===== src/rtl/pipeline_ctrl_pkg.sv =====
// Shared definitions for the pipeline stall/flush sequencer: FSM encodings,
// the x0 register constant, and the bundle of per-cycle pipeline controls.
package riscv_ctrl_defs;

  typedef enum logic [1:0] {
    ST_RUN      = 2'd0,
    ST_MEM_WAIT = 2'd1,
    ST_HALT     = 2'd2
  } state_e;

  localparam logic [4:0] REG_X0 = 5'd0;

  typedef struct packed {
    logic stall_if;
    logic stall_id;
    logic stall_ex;
    logic stall_mem;
    logic bubble_ex;
    logic bubble_wb;
    logic flush_if;
    logic flush_id;
    logic redirect;
  } ctrl_t;

  // Wait counter is never narrower than 8 bits, wider when the timeout demands it.
  function automatic int wait_cnt_w(input int timeout);
    int w;
    w = $clog2(timeout + 1);
    return (w < 8) ? 8 : w;
  endfunction

endpackage


===== src/rtl/pipeline_ctrl_if.sv =====
// Hazard/status inputs and stall/flush/redirect outputs of the pipeline
// controller; master is the pipeline side, slave is the controller.
interface pipeline_ctrl_if #(
  parameter int CNT_W = 32
);
  logic [4:0]       id_rs1;
  logic [4:0]       id_rs2;
  logic             id_use_rs1;
  logic             id_use_rs2;
  logic [4:0]       ex_rd;
  logic             ex_mem_read;
  logic             ex_branch_taken;
  logic             mem_req;
  logic             mem_ready;
  logic             wb_halt;
  logic             resume;

  logic             stall_if;
  logic             stall_id;
  logic             stall_ex;
  logic             stall_mem;
  logic             bubble_ex;
  logic             bubble_wb;
  logic             flush_if;
  logic             flush_id;
  logic             redirect;
  logic             halted;
  logic             err_timeout;
  logic [CNT_W-1:0] stall_cycles;
  logic [CNT_W-1:0] flush_count;

  modport master (
    output id_rs1, id_rs2, id_use_rs1, id_use_rs2, ex_rd, ex_mem_read,
           ex_branch_taken, mem_req, mem_ready, wb_halt, resume,
    input  stall_if, stall_id, stall_ex, stall_mem, bubble_ex, bubble_wb,
           flush_if, flush_id, redirect, halted, err_timeout,
           stall_cycles, flush_count
  );

  modport slave (
    input  id_rs1, id_rs2, id_use_rs1, id_use_rs2, ex_rd, ex_mem_read,
           ex_branch_taken, mem_req, mem_ready, wb_halt, resume,
    output stall_if, stall_id, stall_ex, stall_mem, bubble_ex, bubble_wb,
           flush_if, flush_id, redirect, halted, err_timeout,
           stall_cycles, flush_count
  );
endinterface


===== src/rtl/pipeline_ctrl_hazard_detect.sv =====
// Combinational load-use detector: the ID instruction reads a register that
// the load currently in EX has not yet produced.
module hazard_detect
  import riscv_ctrl_defs::*;
(
  input  logic [4:0] id_rs1_i,
  input  logic [4:0] id_rs2_i,
  input  logic       id_use_rs1_i,
  input  logic       id_use_rs2_i,
  input  logic [4:0] ex_rd_i,
  input  logic       ex_mem_read_i,
  output logic       load_use_o
);
  logic rs1_hit;
  logic rs2_hit;

  assign rs1_hit = id_use_rs1_i & (id_rs1_i == ex_rd_i);
  assign rs2_hit = id_use_rs2_i & (id_rs2_i == ex_rd_i);

  // Writes to x0 are discarded, so a load targeting x0 never creates a hazard.
  assign load_use_o = ex_mem_read_i & (ex_rd_i != REG_X0) & (rs1_hit | rs2_hit);

endmodule


===== src/rtl/pipeline_ctrl.sv =====
// Central stall/flush sequencer: RUN/MEM_WAIT/HALT state machine, memory-wait
// timeout, load-use and redirect arbitration, and stall/flush counters.
module pipeline_ctrl
  import riscv_ctrl_defs::*;
#(
  parameter int MEM_TIMEOUT = 255,
  parameter int CNT_W       = 32
) (
  input  logic            clk,
  input  logic            rst,
  pipeline_ctrl_if.slave  ctrl_if
);
  localparam int WAIT_W = wait_cnt_w(MEM_TIMEOUT);

  state_e             state_q, state_d;
  logic [WAIT_W-1:0]  wait_q, wait_d;
  logic               err_q, err_d;
  logic [CNT_W-1:0]   stall_cnt_q, stall_cnt_d;
  logic [CNT_W-1:0]   flush_cnt_q, flush_cnt_d;

  logic   load_use;
  logic   mem_stall;
  logic   freeze;
  ctrl_t  ctrl;

  hazard_detect u_hazard (
    .id_rs1_i      (ctrl_if.id_rs1),
    .id_rs2_i      (ctrl_if.id_rs2),
    .id_use_rs1_i  (ctrl_if.id_use_rs1),
    .id_use_rs2_i  (ctrl_if.id_use_rs2),
    .ex_rd_i       (ctrl_if.ex_rd),
    .ex_mem_read_i (ctrl_if.ex_mem_read),
    .load_use_o    (load_use)
  );

  assign mem_stall = ctrl_if.mem_req & ~ctrl_if.mem_ready;
  assign freeze    = (state_q == ST_HALT) | (state_q == ST_MEM_WAIT) |
                     ((state_q == ST_RUN) & mem_stall);

  // Freeze holds the whole pipe, so EX's branch/load stay valid and their
  // actions are simply deferred until the freeze drops.
  always_comb begin
    // NOTE: defaults first so every path assigns every output; no latch can form.
    ctrl = '0;
    if (freeze) begin
      ctrl.stall_if  = 1'b1;
      ctrl.stall_id  = 1'b1;
      ctrl.stall_ex  = 1'b1;
      ctrl.stall_mem = 1'b1;
      ctrl.bubble_wb = (state_q != ST_HALT);
    end else if (ctrl_if.ex_branch_taken) begin
      ctrl.redirect  = 1'b1;
      ctrl.flush_if  = 1'b1;
      ctrl.flush_id  = 1'b1;
      ctrl.bubble_ex = 1'b1;
    end else if (load_use) begin
      ctrl.stall_if  = 1'b1;
      ctrl.stall_id  = 1'b1;
      ctrl.bubble_ex = 1'b1;
    end
  end

  always_comb begin
    state_d = state_q;
    wait_d  = wait_q;
    err_d   = err_q;
    case (state_q)
      ST_RUN: begin
        if (ctrl_if.wb_halt) begin
          state_d = ST_HALT;
        end else if (mem_stall) begin
          // The detecting RUN cycle is wait cycle 1.
          state_d = ST_MEM_WAIT;
          wait_d  = WAIT_W'(1);
        end
      end
      ST_MEM_WAIT: begin
        if (ctrl_if.mem_ready) begin
          state_d = ST_RUN;
          wait_d  = '0;
        end else if (wait_q >= WAIT_W'(MEM_TIMEOUT)) begin
          state_d = ST_HALT;
          err_d   = 1'b1;
          wait_d  = '0;
        end else begin
          wait_d  = wait_q + 1'b1;
        end
      end
      ST_HALT: begin
        if (ctrl_if.resume) begin
          state_d = ST_RUN;
          err_d   = 1'b0;
        end
      end
      default: begin
        state_d = ST_RUN;
        wait_d  = '0;
      end
    endcase

    stall_cnt_d = stall_cnt_q + CNT_W'(ctrl.stall_if);
    flush_cnt_d = flush_cnt_q + CNT_W'(ctrl.redirect);
  end

  always_ff @(posedge clk or posedge rst) begin
    if (rst) begin
      state_q     <= ST_RUN;
      wait_q      <= '0;
      err_q       <= 1'b0;
      stall_cnt_q <= '0;
      flush_cnt_q <= '0;
    end else begin
      // NOTE: non-blocking for all state so every register samples pre-edge values.
      state_q     <= state_d;
      wait_q      <= wait_d;
      err_q       <= err_d;
      stall_cnt_q <= stall_cnt_d;
      flush_cnt_q <= flush_cnt_d;
    end
  end

  assign ctrl_if.stall_if     = ctrl.stall_if;
  assign ctrl_if.stall_id     = ctrl.stall_id;
  assign ctrl_if.stall_ex     = ctrl.stall_ex;
  assign ctrl_if.stall_mem    = ctrl.stall_mem;
  assign ctrl_if.bubble_ex    = ctrl.bubble_ex;
  assign ctrl_if.bubble_wb    = ctrl.bubble_wb;
  assign ctrl_if.flush_if     = ctrl.flush_if;
  assign ctrl_if.flush_id     = ctrl.flush_id;
  assign ctrl_if.redirect     = ctrl.redirect;
  assign ctrl_if.halted       = (state_q == ST_HALT);
  assign ctrl_if.err_timeout  = err_q;
  assign ctrl_if.stall_cycles = stall_cnt_q;
  assign ctrl_if.flush_count  = flush_cnt_q;

endmodule


===== src/flat_wrapper.sv =====
// flat-port wrapper written by rule: the top's interface ports become plain ports
module pipeline_ctrl_flat import riscv_ctrl_defs::*;
#(
  parameter int MEM_TIMEOUT = 255,
  parameter int CNT_W       = 32
)
  (clk, rst, ctrl_if_id_rs1, ctrl_if_id_rs2, ctrl_if_id_use_rs1, ctrl_if_id_use_rs2, ctrl_if_ex_rd, ctrl_if_ex_mem_read, ctrl_if_ex_branch_taken, ctrl_if_mem_req, ctrl_if_mem_ready, ctrl_if_wb_halt, ctrl_if_resume, ctrl_if_stall_if, ctrl_if_stall_id, ctrl_if_stall_ex, ctrl_if_stall_mem, ctrl_if_bubble_ex, ctrl_if_bubble_wb, ctrl_if_flush_if, ctrl_if_flush_id, ctrl_if_redirect, ctrl_if_halted, ctrl_if_err_timeout, ctrl_if_stall_cycles, ctrl_if_flush_count);
  pipeline_ctrl_if #(.CNT_W(CNT_W)) ctrl_if_i ();
  input  logic clk;
  input  logic rst;
  input wire logic [$bits(ctrl_if_i.id_rs1)-1:0] ctrl_if_id_rs1;
  input wire logic [$bits(ctrl_if_i.id_rs2)-1:0] ctrl_if_id_rs2;
  input wire logic [$bits(ctrl_if_i.id_use_rs1)-1:0] ctrl_if_id_use_rs1;
  input wire logic [$bits(ctrl_if_i.id_use_rs2)-1:0] ctrl_if_id_use_rs2;
  input wire logic [$bits(ctrl_if_i.ex_rd)-1:0] ctrl_if_ex_rd;
  input wire logic [$bits(ctrl_if_i.ex_mem_read)-1:0] ctrl_if_ex_mem_read;
  input wire logic [$bits(ctrl_if_i.ex_branch_taken)-1:0] ctrl_if_ex_branch_taken;
  input wire logic [$bits(ctrl_if_i.mem_req)-1:0] ctrl_if_mem_req;
  input wire logic [$bits(ctrl_if_i.mem_ready)-1:0] ctrl_if_mem_ready;
  input wire logic [$bits(ctrl_if_i.wb_halt)-1:0] ctrl_if_wb_halt;
  input wire logic [$bits(ctrl_if_i.resume)-1:0] ctrl_if_resume;
  output wire logic [$bits(ctrl_if_i.stall_if)-1:0] ctrl_if_stall_if;
  output wire logic [$bits(ctrl_if_i.stall_id)-1:0] ctrl_if_stall_id;
  output wire logic [$bits(ctrl_if_i.stall_ex)-1:0] ctrl_if_stall_ex;
  output wire logic [$bits(ctrl_if_i.stall_mem)-1:0] ctrl_if_stall_mem;
  output wire logic [$bits(ctrl_if_i.bubble_ex)-1:0] ctrl_if_bubble_ex;
  output wire logic [$bits(ctrl_if_i.bubble_wb)-1:0] ctrl_if_bubble_wb;
  output wire logic [$bits(ctrl_if_i.flush_if)-1:0] ctrl_if_flush_if;
  output wire logic [$bits(ctrl_if_i.flush_id)-1:0] ctrl_if_flush_id;
  output wire logic [$bits(ctrl_if_i.redirect)-1:0] ctrl_if_redirect;
  output wire logic [$bits(ctrl_if_i.halted)-1:0] ctrl_if_halted;
  output wire logic [$bits(ctrl_if_i.err_timeout)-1:0] ctrl_if_err_timeout;
  output wire logic [$bits(ctrl_if_i.stall_cycles)-1:0] ctrl_if_stall_cycles;
  output wire logic [$bits(ctrl_if_i.flush_count)-1:0] ctrl_if_flush_count;
  assign ctrl_if_i.id_rs1 = ctrl_if_id_rs1;
  assign ctrl_if_i.id_rs2 = ctrl_if_id_rs2;
  assign ctrl_if_i.id_use_rs1 = ctrl_if_id_use_rs1;
  assign ctrl_if_i.id_use_rs2 = ctrl_if_id_use_rs2;
  assign ctrl_if_i.ex_rd = ctrl_if_ex_rd;
  assign ctrl_if_i.ex_mem_read = ctrl_if_ex_mem_read;
  assign ctrl_if_i.ex_branch_taken = ctrl_if_ex_branch_taken;
  assign ctrl_if_i.mem_req = ctrl_if_mem_req;
  assign ctrl_if_i.mem_ready = ctrl_if_mem_ready;
  assign ctrl_if_i.wb_halt = ctrl_if_wb_halt;
  assign ctrl_if_i.resume = ctrl_if_resume;
  assign ctrl_if_stall_if = ctrl_if_i.stall_if;
  assign ctrl_if_stall_id = ctrl_if_i.stall_id;
  assign ctrl_if_stall_ex = ctrl_if_i.stall_ex;
  assign ctrl_if_stall_mem = ctrl_if_i.stall_mem;
  assign ctrl_if_bubble_ex = ctrl_if_i.bubble_ex;
  assign ctrl_if_bubble_wb = ctrl_if_i.bubble_wb;
  assign ctrl_if_flush_if = ctrl_if_i.flush_if;
  assign ctrl_if_flush_id = ctrl_if_i.flush_id;
  assign ctrl_if_redirect = ctrl_if_i.redirect;
  assign ctrl_if_halted = ctrl_if_i.halted;
  assign ctrl_if_err_timeout = ctrl_if_i.err_timeout;
  assign ctrl_if_stall_cycles = ctrl_if_i.stall_cycles;
  assign ctrl_if_flush_count = ctrl_if_i.flush_count;
  pipeline_ctrl #(.MEM_TIMEOUT(MEM_TIMEOUT), .CNT_W(CNT_W)) u_core (.clk(clk), .rst(rst), .ctrl_if(ctrl_if_i));
endmodule

===== config.mk =====
export PLATFORM = sky130hd
export DESIGN_NAME = pipeline_ctrl_flat
export DESIGN_NICKNAME = d
export VERILOG_FILES = /design/src/rtl/pipeline_ctrl_pkg.sv /design/src/rtl/pipeline_ctrl_if.sv /design/src/rtl/pipeline_ctrl_hazard_detect.sv /design/src/rtl/pipeline_ctrl.sv /design/src/flat_wrapper.sv
export SDC_FILE = /design/constraint.sdc
export NUM_CORES = 1
export LEC_CHECK = 0
export BUFFER_PORTS_ARGS = -buffer_cell sky130_fd_sc_hd__buf_4
export CAP_MARGIN = 5
export CORE_AREA = 2 2 99 101
export CTS_BUF_LIST = sky130_fd_sc_hd__clkbuf_8
export DETAILED_ROUTE_END_ITERATION = 10
export DIE_AREA = 0 0 101 103
export PLACE_DENSITY_LB_ADDON = 0.2
export SLEW_MARGIN = 10
export SYNTH_ARGS = -nofsm -noshare
export SYNTH_HDL_FRONTEND = slang
export SYNTH_SLANG_ARGS = --single-unit

===== constraint.sdc =====
create_clock -name clk -period 3.3 [get_ports clk]
set_clock_uncertainty 0.05 [all_clocks]
set_input_delay 0.33 -clock clk [delete_from_list [all_inputs] [get_ports clk]]
set_output_delay 0.33 -clock clk [all_outputs]
set_load 0.01 [all_outputs]

==> impl_metrics.py <==
metrics = {
    "critical_path": {
        "startpoint_type": "flip-flop",
        "r2r_cells": 10,
        "path_class": "flip-flop to flip-flop",
        "r2r-start": "u_core.state_q[0]",
        "crit_required_ns": 3.53,
        "reg2reg_to": "u_core.ctrl_if.flush_count[31]",
        "cp-end-kind": "flip-flop",
        "critPathMaxFanout": 10,
        "critPathArrivalTime_ns": 3.01,
        "rrSetupSlack_ns": 0.51,
    },
    "run_status": {
        "status": "finished clean",
    },
    "pwr": {
        "clkPwrFrac": 0.291,
        "combPwrFrac": 0.293,
        "p_seq_frac": 0.416,
        "ir_worst_vdd_mv": 0.482,
        "leakage_nw": 2.34,
        "p_sw_mw": 0.882,
        "power_density_nw_per_um2": 576,
        "intPower_mw": 1.87,
        "p_sw_frac": 0.321,
    },
    "die": {
        "core-area_sq_um": 9460,
        "fp.dieW_um": 101,
        "row_count": 36,
        "ios": 100,
        "start_util": 0.385,
        "die_y_um": 103,
        "die_area_sq_um": 10400,
    },
    "global_routing": {
        "grt_pass1_wl_mm": 13.7,
        "antenna_found_initial": 0,
        "grt_pass1_vias": 2917,
        "grt_max_degree": 41,
        "overflow": 0,
        "grtUsageTotal": 0.165,
    },
    "clocking": {
        "clkTransAtPathRegs_ns": 0.09,
        "root_buffer": "clkbuf_8",
        "clock_path_buffers": 2,
        "cts_max_level": 3,
        "clk_latency_ns": 0.35,
        "numCtsBuffers": 9,
        "clock_sinks": 75,
        "cts_resized": 0,
        "ctsHoldBuffers": 0,
        "tritoncts": "built",
        "cts_setup_buffers": 0,
    },
    "routing": {
        "postRouteAntennaNets": 0,
        "via_per_inst": 5.16,
        "wl_mm": 8.02,
        "drt_iter0_drc": 85,
        "wl_per_cell_um": 14.2,
        "dr.pass1.iters": 5,
        "num_vias": 2915,
        "drc": 0,
    },
    "sta": {
        "min_period_over_period": 0.845,
        "drv_slew": 0,
        "fin_ws_ns": 0.513,
        "max_slew.worst_pin.slew_ns": 0.820,
        "final-setup-viol-count": 0,
        "rsz0062_at_grt": "false",
        "slew_headroom": 0.449,
        "max_freq_mhz": 359,
        "min_period_ns": 2.79,
        "finalHoldViolCount": 0,
        "holdWs_ns": 0.0834,
        "fin_tns_setup_ns": 0,
    },
    "placed_design": {
        "dpl.hpwl_mm": 5.82,
        "gp_congestion": 0.825,
        "portBuffers": 99,
        "placed_area_sq_um": 4550,
        "dp_cells": 549,
        "placement.setup.worst_slack_ns": 0.274,
    },
    "finish": {
        "num_antenna_cells": 0,
        "layout_common_cells": "buf_4, dfrtp_1, xnor2_1",
        "final_common_cell": "buf_4",
        "area_delta_synth_final_pct": 31.0,
        "fin_cells": 565,
        "final_nets": 479,
        "nFillCells": 896,
        "drive_above_1_share": 0.282,
        "design_area_sq_um": 4770,
    },
    "min_path": {
        "worstHoldPathType": "input pin to async pin",
    },
    "logic_synthesis": {
        "yosysSeqAreaShare": 0.515,
        "syn_inst": 337,
        "synth_cell_type_count": 36,
        "async_reset_ff_frac": 1.00,
        "ys_ff_latch": 75,
        "synth-edff-count": 0,
        "syn_area_sq_um": 3640,
        "synth_warnings": 0,
        "ys.flop_type": "dfrtp_1",
        "synth.avg_cell_area_sq_um": 10.8,
        "synth_fp_nets": 370,
    },
    "flow_run": {
        "maxCapViolCount": 0,
    },
}
[worst max path at each step]
stage,from,end,cells past startpoint
CTS,u_core.state_q[0],u_core.ctrl_if.flush_count[31],10
global placement,ctrl_if_ex_rd[2],u_core.ctrl_if.stall_cycles[30],11
global route,u_core.state_q[0],u_core.ctrl_if.flush_count[29],10
finish,u_core.state_q[0],u_core.ctrl_if.flush_count[31],10
floorplan,ctrl_if_ex_rd[2],u_core.ctrl_if.stall_cycles[30],10
detailed placement,ctrl_if_ex_rd[1],u_core.ctrl_if.stall_cycles[30],11
[cell usage after synthesis (all sizes together), types with 3 or more instances]
master / n / area [sq um]
inv: 9 / 33.8
and2: 4 / 25.0
xor2: 33 / 289
nand3: 26 / 130
dfrtp: 75 / 1880
buf: 4 / 30.0
and4: 9 / 78.8
ha: 8 / 100
nor2: 17 / 63.8
nor4: 5 / 46.3
a31oi: 5 / 31.3
nor3: 12 / 60.1
nand2: 25 / 93.8
a21oi: 4 / 20.0
nand2b: 4 / 25.0
or4: 3 / 22.5
and3: 7 / 43.8
xnor2: 38 / 333
nand4: 20 / 131
o31ai: 6 / 45.0
clkbuf: 3 / 11.3
o21ai: 6 / 30.0
[state kept, by name (all words and copies together) (netlist names)]
register and flops:
u_core.ctrl_if.flush_count 32, u_core.ctrl_if.err_timeout 1, u_core.state_q 2, u_core.ctrl_if.stall_cycles 32, u_core.wait_q 8
[layout make-up]
class                           instances  area, sq um  share of cell area
Clock buffer                           10          138              0.0288
Inverter                                9         33.8             0.00708
Multi-Input combinational cell        246         1690               0.355
Sequential cell                        75         1880               0.393
Timing Repair Buffer                  105          801               0.168
Tap cell                              114          143              0.0299
Clock inverter                          6         88.8              0.0186
[through the flow]
step	utilization	total power, mW
final	0.505	2.75
after global routing	0.505	2.94
after CTS	0.505	2.79
after detailed placement	0.481	1.98
after global placement	0.481	1.97
after floorplan	-	1.61
[power groups by stage]
stage,clock [mW],sequential (mW),combinational (mW)
6_report,0.801,1.14,0.805
2_1_floorplan,0,1.18,0.428
5_1_grt,0.868,1.17,0.907
3_3_place_gp,0,1.16,0.811
3_5_place_dp,0,1.16,0.819
4_1_cts,0.829,1.15,0.819
[cells by family (layout without fill, tap and decap cells)]
group	Yosys count	count (layout)	synth area share
flops	75	75	0.515
compound gates	28	28	0.0532
buf+inv	16	130	0.0206
fa+ha+maj	8	8	0.0275
xor+xnor	71	71	0.171
simple gates	139	139	0.213
[per-layer routing]
metal | GRT usage | vias up | part of all wire | wire, um
met5 | 0 | - | 0 | 0
met2 | 0.257 | 86 | 0.45 | 3580
met1 | 0.223 | 1411 | 0.47 | 3790
li1 | - | 1408 | - | -
met4 | 0.0520 | 0 | 0.014 | 116
met3 | 0.0508 | 10 | 0.067 | 534
[critical path, stage by stage, from the launching register on]
cell and delay [ns]:
dfrtp_1 0.39, inv_1 0.08, ha_1 0.32, a21oi_1 0.17, nand2_1 0.10, inv_1 0.12, ha_1 0.22, and4_1 0.34
nand4_2 0.31, nor4_1 0.43, xor2_1 0.18
(Power assumes the default switching activity.)
